## src/rtl/writeback_queue.sv

```systemverilog
// Write-back queue between a result producer and the register file, with
// read-data correction for pending writes when WB_FORWARD_EN is defined.
module writeback_queue #(
  parameter int DEPTH  = 4,
  parameter int DATA_W = 64
) (
  input  logic                    clk,
  input  logic                    reset,
  input  logic                    wb_valid,
  output logic                    wb_ready,
  input  logic [4:0]              wb_rd,
  input  logic [DATA_W-1:0]       wb_data,
  input  logic                    drain_en,
  output logic                    Reg_Write,
  output logic [4:0]              rd,
  output logic [DATA_W-1:0]       Write_Data,
  input  logic [4:0]              rs1,
  input  logic [4:0]              rs2,
  input  logic [DATA_W-1:0]       rf_Read_Data1,
  input  logic [DATA_W-1:0]       rf_Read_Data2,
  output logic [DATA_W-1:0]       Read_Data1,
  output logic [DATA_W-1:0]       Read_Data2,
  output logic [$clog2(DEPTH):0]  count
);
  localparam int PW = $clog2(DEPTH);
  localparam int CW = PW + 1;

  logic [PW-1:0]     head_q, head_d, tail_q, tail_d;
  logic [CW-1:0]     count_q, count_d;
  logic [4:0]        rd_q   [DEPTH];
  logic [4:0]        rd_d   [DEPTH];
  logic [DATA_W-1:0] data_q [DEPTH];
  logic [DATA_W-1:0] data_d [DEPTH];
  logic              push, pop, nonempty;
  logic [DATA_W-1:0] fwd1, fwd2;

  assign nonempty   = (count_q != '0);
  // No same-cycle slot reuse: a full queue refuses even when it pops.
  assign wb_ready   = (count_q != CW'(DEPTH));
  assign push       = wb_valid && wb_ready && (wb_rd != 5'd0);
  assign Reg_Write  = nonempty && drain_en;
  assign pop        = Reg_Write;
  assign rd         = nonempty ? rd_q[head_q]   : 5'd0;
  assign Write_Data = nonempty ? data_q[head_q] : '0;
  assign count      = count_q;

  always_comb begin
    head_d  = head_q;
    tail_d  = tail_q;
    count_d = count_q;
    rd_d    = rd_q;
    data_d  = data_q;
    if (push) begin
      rd_d[tail_q]   = wb_rd;
      data_d[tail_q] = wb_data;
      tail_d         = tail_q + PW'(1);
    end
    if (pop) head_d = head_q + PW'(1);
    case ({push, pop})
      2'b10:   count_d = count_q + CW'(1);
      2'b01:   count_d = count_q - CW'(1);
      default: count_d = count_q;
    endcase
  end

  always_ff @(posedge clk or posedge reset) begin
    if (reset) begin
      head_q  <= '0;
      tail_q  <= '0;
      count_q <= '0;
    end else begin
      head_q  <= head_d;
      tail_q  <= tail_d;
      count_q <= count_d;
    end
  end

  // Entry storage needs no reset: count gates every use of it.
  always_ff @(posedge clk) begin
    rd_q   <= rd_d;
    data_q <= data_d;
  end

`ifdef WB_FORWARD_EN
  logic [PW-1:0] idx;
  // Scan oldest to youngest so the youngest matching entry wins.
  always_comb begin
    fwd1 = rf_Read_Data1;
    fwd2 = rf_Read_Data2;
    idx  = '0;
    for (int i = 0; i < DEPTH; i++) begin
      idx = head_q + PW'(i);
      if (CW'(i) < count_q) begin
        if (rd_q[idx] == rs1) fwd1 = data_q[idx];
        if (rd_q[idx] == rs2) fwd2 = data_q[idx];
      end
    end
  end
`else
  assign fwd1 = rf_Read_Data1;
  assign fwd2 = rf_Read_Data2;
`endif

  assign Read_Data1 = (rs1 == 5'd0) ? '0 : fwd1;
  assign Read_Data2 = (rs2 == 5'd0) ? '0 : fwd2;
endmodule
```

## config.mk

```make
export PLATFORM = sky130hd
export DESIGN_NAME = writeback_queue
export DESIGN_NICKNAME = d
export VERILOG_FILES = /design/src/rtl/writeback_queue.sv
export SDC_FILE = /design/constraint.sdc
export NUM_CORES = 1
export LEC_CHECK = 0
export ABC_AREA = 1
export CORE_ASPECT_RATIO = 0.7
export CORE_MARGIN = 2
export CORE_UTILIZATION = 30
export CTS_CLUSTER_DIAMETER = 120
export DETAILED_ROUTE_END_ITERATION = 8
export SLEW_MARGIN = 30
export SYNTH_ARGS = -nofsm -noshare
export SYNTH_HDL_FRONTEND = slang
export SYNTH_SLANG_ARGS = --single-unit
```

## constraint.sdc

```tcl
create_clock -name clk -period 13.8 [get_ports clk]
set_clock_uncertainty 0.15 [all_clocks]
set_input_delay 1.38 -clock clk [delete_from_list [all_inputs] [get_ports clk]]
set_output_delay 1.38 -clock clk [all_outputs]
set_load 0.01 [all_outputs]
```

# After elaboration in Yosys (flattened, before gate mapping)
# Index checks and enable logic that the tools add are counted.
# op_classes
n_addsub	4
n_eq_ne	3
bitwise	2
mul	0
n_div	0
n_mux	17
n_shift	0
n_lt_le_gt_ge	3
n_reduce_logical	9
# op_table
operator	n
$mux W64	6
$bwmux W256	1
$bmux W64 S2	1
$demux W64 S2	1
$bwmux W20	1
$mux W5	4
$bmux W5 S2	1
$demux W5 S2	1
$logic_not A5 Y1	2
$ge A3 B3 Y1 const B	2
$not A2 Y3	2
$pmux W3 S2	1
$reduce_bool A5 Y1	1
$add A2 B1 Y2 const B	2
$logic_and A1 B1 Y1	4
$add A3 B1 Y3 const B	1
$lt A3 B1 Y1 const B	1
$ne A3 B3 Y1 const B	1
$reduce_bool A3 Y1	1
$sub A3 B1 Y3 const B	1
$eq A2 B1 Y1 const B	1
$eq A2 B2 Y1 const B	1
$reduce_bool A2 Y1	1
# word_totals
romBits	0
ff_bits	283
n_memories	0
wordCells	49
mem_bits_rw	0
out_inout_bits	202
input_bits	211
latch_bits	0

# Depth between registers and ports, before layout
# Gate-level depths: netlist of run 1.
# logic_depth
ltp_word	6
depth_mapped	11
mapped_depth_nobuf	11

# Worst setup path before layout of run 1
# OpenSTA, ideal clock, no wires.
# synth_path
path_kind	input to register
startpoint	input port wb_valid
endpoint	register data_q[0] in the netlist's numbering, enable pin
t_required_ns	13.153
cell_stages	4
setup_slack_ns	8.500
path_buffers	0
arrival_time_ns	4.653
setup_time_ns	0.497
cell_sequence	inv_1 > a21oi_1 > nand2_1 > nor2_1
# synth_between
elab_chain_len	2
# synth_rtl
element	line	rtl
start: declaration	9	input logic wb_valid,
$logic_and A1 B1 Y1 (2 in series)	40	assign push = wb_valid && wb_ready && (wb_rd != 5'd0);
end signal: assignment	81	data_q <= data_d;
end: declaration	32	logic [DATA_W-1:0] data_q [DEPTH];
# No other way between the ends.
# A chain may end at the register's enable or synchronous reset.

# Worst setup path after layout of run 1
# layout_path
startpoint	register head_q[0]
endpoint	output port Write_Data[58]
# layout_between
elab_chain_len	5
# layout_rtl
element	line	rtl
start: declaration	28	logic [PW-1:0] head_q, head_d, tail_q, tail_d;
start signal: assignment	68	head_q <= '0;
start signal: assignment	72	head_q <= head_d;
$not A2 Y3 (implied by the code)	44	assign Write_Data = nonempty ? data_q[head_q] : '0;
$bmux W64 S2	44	
$mux W64 (implied by the code) (2 in series)	44	
$mux W64	44	
end: declaration	16	output logic [DATA_W-1:0] Write_Data,
# No other way between the ends. The select of a mux whose other input is x is not followed.

==> results of run 1 <==
==> Yosys cell counts, types with 3 or more instances <==
cell type  instances
buf_6             13
nand2_1          418
nand3_1            3
a21oi_1           70
dfrtp_1            7
buf_4              9
nor2_1           147
o21ai_1           13
ha_1               5
edfxtp_1         276
buf_2             25
o21ai_0           58
clkbuf_1          16
inv_1            143
==> power by group <==
group	internal, mW	total, mW	switching (mW)
logic	0.597	1.37	0.771
clock network	0.546	0.878	0.332
registers	1.13	1.20	0.0690
total	2.27	3.44	1.17
==> worst max-delay path by stage <==
stage,from,end,depth (start not counted)
floorplan,wb_valid,data_q[0],4
global placement,rs2[1],Read_Data2[55],6
detailed placement,head_q[0],Write_Data[48],7
CTS,head_q[0],Write_Data[20],5
global route,head_q[0],Write_Data[48],7
finish,head_q[0],Write_Data[58],7
==> cell type report <==
class	instances	share of cell area, %
Sequential cell	283	46.81
Timing Repair Buffer	422	23.48
Multi-Input combinational cell	722	16.70
Clock buffer	43	5.063
Tap cell	544	3.763
Inverter	145	3.037
Clock inverter	16	1.044
Antenna cell	8	0.1107
==> state kept, by name, summed over array words and instances (netlist names) <==
signal / flops
tail_q: 2
head_q: 2
rd_q: 20
count: 3
data_q: 256
==> worst reg2reg max path: cells and delay by family, from the launching register on <==
kind	cells	cell delay, ps
compound gates	1	250
flops	1	420
simple gates	3	1200
buf+inv	1	760
==> per-layer routing <==
layer	wire [um]	GRT usage, %	share of wire (%)	vias to the layer above
met5	42	0	0.11	-
met4	1145	5.974	3.1	6
met3	2143	3.597	5.8	72
met2	19030	30.54	52	280
met1	14520	18.81	39	4493
li1	-	-	-	4705
==> through the flow <==
step,hold slack (ps),std cells
floorplan,314.0,1215
global placement,363.8,2114
detailed placement,381.8,2115
CTS,393.7,2174
global route,428.7,2182
finish,390.1,2183
==> logic make-up (layout without fill, tap and decap cells) <==
logic type / Yosys count / in the layout
simple gates: 572 / 572
xor+xnor: 3 / 3
other cells: 0 / 8
fa+ha+maj: 6 / 6
flops: 283 / 283
buf+inv: 210 / 626
compound gates: 141 / 141
==> impl_metrics.tcl, run 1 <==
set metrics [dict create \
    status "completed" \
    drc 0 \
    finalHoldViolations 0 \
    path_cells "inv_4 > buf_4 > nand2_1 > nand2_1 > nand2_1 > a21oi_1 > clkdlybuf4s50_1" \
    synth_seq_area_share_pct 68.25 \
    synth_top_family_by_area "simple AND/OR/NAND/NOR gates" \
    crit_top_cell "nand2_1" \
    placed_area_um2 16940 \
    worstReg2RegEnd "data_q[51]" \
    synth_xor_area_share_pct 0.2119 \
    power.total_mw 3.441 \
    dr.pass1.iters 5 \
    fin_util_pct 44.25 \
    drv_slew 0 \
    max_stage_delay_ps 770 \
    power.leakage_nw 7.441 \
    clkSinkCount 283 \
    nFillCells 3813 \
    synthAdderAreaFrac_pct 0.6660 \
    crit_slowest_cell "dfrtp_4" \
    mostFrequentLayoutCell "nand2_1" \
    synth-compound-area-share_pct 5.691 \
    path_class "reg2out" \
    endpoint_kind "output pin" \
    path_delay_family "buffers and inverters" \
    die_y_um 174.1 \
    synthDistinctLibCells 22 \
    vias 9556 \
    worstPathRequired_ps 12270 \
    synth.area.mux_share_pct 0 \
    mostFrequentLayoutCells "nand2_1, clkdlybuf4s50_1, edfxtp_1" \
    drive_above_1_share_pct 4.108 \
    post_cts_buffers 0 \
    hold_start "tail_q[1]" \
    hpwl_mm 24.46 \
    worst_slew_pin_slew_ps 945.3 \
    place.gp.congestion 0.9053 \
    start_util_pct 30.33 \
    grt_pass1_wl_mm 54.34 \
    cts_root_buf "clkbuf_16" \
    synth_area_leaders "edfxtp_1, nand2_1, nor2_1" \
    critPathBufInv 3 \
    synth_ff_type "edfxtp_1" \
    min_period_ps 5411 \
    relSlewSlack_pct 36.98 \
    synth_edf_count 276 \
    postCtsResizedCells 0 \
    core-area_um2 40880 \
    synthSimpleGateAreaFrac_pct 17.43 \
    fin_area_um2 18090 \
    worstSkewPairLatency_ps 500 \
    ctsHoldBuffers 0 \
    drtIter0Drc 368 \
    syn_area_um2 12400 \
    synthArstFlopShare_pct 2.473 \
    routed_wl_mm 36.88 \
    io_buffers 412 \
    synth-seq-cells 283 \
    timing.final.ws_setup_ps 8389 \
    finalNetCount 1825 \
    grt_antenna_before_repair 12 \
    rsz0062_at_grt "no" \
    cts_tree "built" \
    cts_made_buffers 34 \
    setup_tns_ps 0 \
    syn_area_per_cell_um2 10.21 \
    reg2regPathDepth 5 \
    critPathLaunchType "register" \
    vias_per_cell 4.377 \
    worstPathMaxFanout 82 \
    h-tree-depth 2 \
    setup_viol 0 \
    grt.total_usage_pct 16.61 \
    yosysTopAreaCell "edfxtp_1" \
    grt_pass1_vias 9257 \
    syn_inst 1215 \
    dieWidth_um 247.0 \
    grt_overflow 0 \
    rrSetupSlack_ps 10620 \
    ios 413 \
    post-place-ws_ps 8892 \
    worstPathArrival_ps 3880 \
    cts_buffer_depth 3 \
    max-vdd-ir-drop_v 0.0001348 \
    max_freq_mhz 184.8 \
    hold_path.class "reg2reg" \
    ant_nets 0 \
    synth_top_cell_area_share_pct 66.84 \
    num_rows 62 \
    post-route-period-util_pct 39.21 \
    multi_input_area_um2 3020 \
    ff_latch_area_um2 8467 \
    syn-num-nets 1432 \
    syn2layout_area_growth_pct 45.88 \
    path_clk_slew_ps 60 \
    hold_path_end "tail_q[1]" \
    p_per_area_nw_per_um2 190.3 \
    die-area_um2 43000 \
    r2r-start "count[0]" \
    hold_path_depth 2 \
    grt_max_degree 83 \
    synth_warnings 0 \
    wire_per_inst_um 16.89 \
    maxCapViolCount 0 \
]
No activity file was read; power rests on OpenSTA's default activity.
==> inputs of run 2 (changes only) <==
==> constraint.sdc (replaced) <==
create_clock -name clk -period 5.3 [get_ports clk]
set_clock_uncertainty 0.15 [all_clocks]
set_input_delay 0.53 -clock clk [delete_from_list [all_inputs] [get_ports clk]]
set_output_delay 0.53 -clock clk [all_outputs]
set_load 0.01 [all_outputs]
==> run 2 against run 1 <==
Worst setup slack lost 7100 ps. Final cell count shrank 0.23%. Global-route usage is essentially flat. Core utilization shrank 0.58 points. First-iteration DRC count grew 30%.
==> impl_metrics.tcl, run 2 (same netlist as run 1, synthesis figures left out) <==
set metrics [dict create \
    power.total_mw 8.555 \
    max_stage_delay_ps 690 \
    largest_register_ffs 256 \
    finalNetCount 1822 \
    dr.pass1.iters 5 \
    clock_power_share_pct 21.6 \
    dieWidth_um 247.0 \
    placed_area_um2 16970 \
    mostFrequentLayoutCell "nand2_1" \
    hpwl_mm 25.64 \
    post_cts_buffers 0 \
    grt_antenna_before_repair 8 \
    ios 413 \
    relSlewSlack_pct 34.33 \
    core-area_um2 40880 \
    syn2layout_area_growth_pct 43.98 \
    start_util_pct 30.33 \
    rsz0062_at_grt "no" \
    share_comb_of_total_power_pct 42.5 \
    setup_tns_ps 0 \
    finalHoldViolations 0 \
    path_clk_slew_ps 60 \
    place.gp.congestion 0.9138 \
    hold_path.class "in2async" \
    cts_root_buf "clkbuf_16" \
    mostFrequentLayoutCells "nand2_1, clkdlybuf4s50_1, edfxtp_1" \
    max-vdd-ir-drop_v 0.0003225 \
    critPathBufInv 3 \
    min_period_ps 3993 \
    critPathLaunchType "register" \
    p_per_area_nw_per_um2 479.2 \
    drv_slew 0 \
    p_int_mw 5.520 \
    grt_pass1_vias 9198 \
    postCtsResizedCells 0 \
    p_sw_share_pct 35.47 \
    top_register "data_q" \
    drtIter0Drc 479 \
    cts_made_buffers 30 \
    ant_nets 0 \
    endpoint_kind "output pin" \
    fin_area_um2 17850 \
    crit_slowest_cell "inv_4" \
    max_freq_mhz 250.4 \
    clkSinkCount 283 \
    worst_slew_pin_slew_ps 985.1 \
    die-area_um2 43000 \
    setup_viol 0 \
    ctsHoldBuffers 0 \
    die_y_um 174.1 \
    drive_above_1_share_pct 3.442 \
    cts_tree "built" \
    vias 9532 \
    maxCapViolCount 0 \
    status "completed" \
    grt.total_usage_pct 16.66 \
    routed_wl_mm 37.47 \
    multi_input_area_um2 3020 \
    worstSkewPairLatency_ps 560 \
    p_switching_mw 3.035 \
    worstPathMaxFanout 81 \
    worstPathRequired_ps 4620 \
    wire_per_inst_um 17.20 \
    cts_buffer_depth 3 \
    num_rows 62 \
    hold_ws_ps 76.41 \
    power.leakage_nw 7.322 \
    drc 0 \
    io_buffers 412 \
    nFillCells 3861 \
    path_class "reg2out" \
    ff_latch_area_um2 8467 \
    seqPwrFrac_pct 35.8 \
    path_delay_family "buffers and inverters" \
    grt_pass1_wl_mm 54.93 \
    post-route-period-util_pct 75.34 \
    grt_overflow 0 \
    vias_per_cell 4.376 \
    path_cells "inv_4 > buf_12 > nand2_1 > nand2_1 > nand2_1 > a21oi_1 > clkdlybuf4s50_1" \
    crit_top_cell "nand2_1" \
    h-tree-depth 1 \
    grt_max_degree 90 \
    worstPathArrival_ps 3310 \
]
[run 2: metrics by stage]
stage | instances | setup WS [ps] | util [%]
6_report | 2178 | 1307 | 43.67
5_1_grt | 2178 | 1033 | 43.67
4_1_cts | 2171 | 1217 | 43.62
3_5_place_dp | 2117 | 1825 | 41.52
3_3_place_gp | 2117 | 1844 | 41.49
2_1_floorplan | 1215 | 850.0 | -
[run 2: routing by layer]
metal | wire length [um] | GRT usage [%] | vias up | part of all wire, %
met1 | 15400 | 20.25 | 4472 | 41
met5 | 0 | 0 | - | 0
li1 | - | - | 4699 | -
met4 | 1226 | 6.049 | 0 | 3.3
met3 | 2130 | 2.810 | 65 | 5.7
met2 | 18710 | 29.59 | 296 | 50
[run 2: final cells by class]
class	count	share of cell area, %
antenna	7	0.09812
clock buffer	39	4.394
clock inverter	15	0.4135
inverter	145	3.091
multi-input combinational	722	16.92
sequential	283	47.43
tap	544	3.813
timing repair buffer	423	23.84
[run 2: final timing paths]
| check | depth (start not counted) | end | slack, ps | from |
|---|---|---|---|---|
| worst max-delay path | 7 | rd[1] | 1310 | head_q[0] |
| worst min-delay path | 2 | tail_q[1] | 80 | reset |
| worst max register to register | 5 | data_q[177] | 2440 | count[0] |
| worst min register to register | 1 | count[0] | 370 | count[0] |
| max in group asynchronous | 2 | head_q[0] | 4660 | reset |
| min in group clk | 1 | count[0] | 370 | count[0] |
[run 2: power by group through the flow]
| stage | combinational (mW) | sequential, mW | clock [mW] |
|---|---|---|---|
| after floorplan | 2.01 | 3.10 | 0 |
| after global placement | 3.68 | 3.10 | 0 |
| after detailed placement | 3.70 | 3.12 | 0 |
| after CTS | 3.71 | 3.07 | 1.91 |
| after global routing | 4.00 | 3.11 | 1.99 |
| final | 3.64 | 3.07 | 1.85 |
==> inputs of run 3 (changes only) <==
==> constraint.sdc (replaced) <==
create_clock -name clk -period 3.35 [get_ports clk]
set_clock_uncertainty 0.15 [all_clocks]
set_input_delay 0.335 -clock clk [delete_from_list [all_inputs] [get_ports clk]]
set_output_delay 0.335 -clock clk [all_outputs]
set_load 0.01 [all_outputs]
==> run 3 against run 2 <==
Die area stayed put. Clock power rose by 61%. Critical path depth unchanged. Worst setup slack worse by 1100 ps. Power up 62%. Sequential share of layout area decreased by 0.73 points. Critical endpoint is now Write_Data[22]. Highest routed layer is now met5. Non-clock buffer count up 16. Largest cell class unchanged. Core utilization is 0.68 points higher. Sequential power grew 56%. Sequential cell count is the same. Hold slack improved by 170 ps.
==> impl_metrics.tcl, run 3 (same netlist as run 1, synthesis figures left out) <==
set metrics [dict create \
    share_comb_of_total_power_pct 43.9 \
    r2r-start "count[0]" \
    cts_tree "built" \
    critPathLaunchType "register" \
    io_buffers 412 \
    relSlewSlack_pct 61.87 \
    drc 0 \
    mostFrequentLayoutCells "nand2_1, clkdlybuf4s50_1, edfxtp_1" \
    placed_area_um2 17210 \
    grt_antenna_before_repair 12 \
    grt_pass1_vias 9144 \
    crit_slowest_cell "clkdlybuf4s50_1" \
    syn2layout_area_growth_pct 46.23 \
    worstPathMaxFanout 55 \
    max_freq_mhz 316.2 \
    maxCapViolCount 0 \
    largest_register_ffs 256 \
    grt.total_usage_pct 16.76 \
    max-vdd-ir-drop_v 0.0005102 \
    p_sw_share_pct 34.83 \
    top_register "data_q" \
    num_rows 62 \
    path_delay_family "buffers and inverters" \
    cts_root_buf "clkbuf_16" \
    max_stage_delay_ps 610 \
    min_period_ps 3162 \
    hold_start "drain_en" \
    worstPathArrival_ps 2680 \
    wire_per_inst_um 17.08 \
    vias 9558 \
    endpoint_kind "output pin" \
    setup_viol 0 \
    die-area_um2 43000 \
    placed_cells 2132 \
    die_y_um 174.1 \
    path_clk_slew_ps 60 \
    power.leakage_nw 7.433 \
    finalNetCount 1838 \
    hold_path.class "in2reg" \
    rsz0062_at_grt "no" \
    mostFrequentLayoutCell "nand2_1" \
    place.gp.congestion 0.9869 \
    p_per_area_nw_per_um2 763.4 \
    grt_max_degree 77 \
    worstPathRequired_ps 2860 \
    ff_latch_area_um2 8467 \
    multi_input_area_um2 3010 \
    p_int_mw 9.021 \
    ant_nets 0 \
    drtIter0Drc 547 \
    dr.pass1.iters 4 \
    clkSinkCount 283 \
    crit_top_cell "nand2_1" \
    crit_path_start "head_q[0]" \
    rrSetupSlack_ps 1180 \
    cts_made_buffers 30 \
    hpwl_mm 26.30 \
    critPathBufInv 3 \
    h-tree-depth 1 \
    core-area_um2 40880 \
    post-place-ws_ps 622.7 \
    seqPwrFrac_pct 34.7 \
    drv_slew 0 \
    nFillCells 3800 \
    p_switching_mw 4.821 \
    timing.final.ws_setup_ps 187.9 \
    routed_wl_mm 37.43 \
    grt_pass1_wl_mm 55.36 \
    drive_above_1_share_pct 4.459 \
    ios 413 \
    worst_slew_pin_slew_ps 571.9 \
    worstSkewPairLatency_ps 560 \
    status "completed" \
    fin_area_um2 18130 \
    start_util_pct 30.33 \
    final_cells 2192 \
    dieWidth_um 247.0 \
    finalHoldViolations 0 \
    post-route-period-util_pct 94.39 \
    vias_per_cell 4.360 \
    post_cts_buffers 0 \
    grt_overflow 0 \
    clock_power_share_pct 21.5 \
    cts_buffer_depth 3 \
    path_cells "inv_6 > buf_16 > nand2_1 > nand2_1 > nand2_1 > a21oi_1 > clkdlybuf4s50_1" \
    power.total_mw 13.84 \
    path_class "reg2out" \
]
-- run 3: cell types whose count changed in the layout (fill, tap and decap cells not counted), sizes merged --
| cell | previous run | this run |
|---|---|---|
| diode | 7 | 11 |
| clkinv | 15 | 11 |
| clkinvlp | 0 | 1 |
| bufinv | 0 | 1 |
| dlygate4sd3 | 0 | 1 |
| buf | 11 | 26 |
| clkbuf | 39 | 35 |
-- run 3: area by class of cell --
type / instances / share of cell area (%)
diodes: 11 / 0.1518
clock buffers: 35 / 4.244
clock inverters: 13 / 0.5521
inverters: 145 / 3.043
multi-input cells: 722 / 16.60
flip-flops and latches: 283 / 46.70
well taps: 544 / 3.754
repair buffers: 439 / 24.95
-- run 3: worst min-delay path, cell delays in order --
cell and delay [ps]:
clkdlybuf4s50_1 400, nand2_1 120, xor2_1 70
-- run 3: path summary, 6_finish.rpt --
kind                             endpoint  cells after the start
max                        Write_Data[22]                      7
min                             head_q[0]                      3
max reg2reg                   data_q[199]                      6
min reg2reg                      count[0]                      1
max in group asynchronous       head_q[0]                      3
min in group asynchronous       head_q[0]                      3
-- run 3: what timing repair did --
action	in CTS	in global routing
endpoints found under the hold margin	7	0
endpoints found under the setup margin	0	2
hold buffers	1	0
resized for setup	0	2
-- run 3: metal layers --
layer / GRT usage [%] / vias to the layer above / routed length [um]
li1: - / 4737 / -
met1: 20.85 / 4462 / 15600
met2: 28.96 / 294 / 18630
met3: 2.903 / 63 / 2048
met4: 6.526 / 2 / 1134
met5: 0 / - / 12
-- run 3: per-stage QoR --
| step | hold WS, ps | utilization, % | setup TNS [ps] |
|---|---|---|---|
| after CTS | 218.2 | 44.26 | 0 |
| after global placement | 363.3 | 42.11 | 0 |
| final | 248.3 | 44.35 | 0 |
| after global routing | 244.3 | 44.35 | 0 |
| after floorplan | -11.60 | - | -297030 |
| after detailed placement | 376.5 | 42.11 | 0 |
-- run 3: power groups by stage --
stage	clock, mW	combinational [mW]	sequential, mW
final	2.97	6.07	4.80
after detailed placement	0	6.14	4.87
after floorplan	0	3.17	4.91
after CTS	3.04	6.18	4.80
after global routing	3.19	6.69	4.86
after global placement	0	6.14	4.86
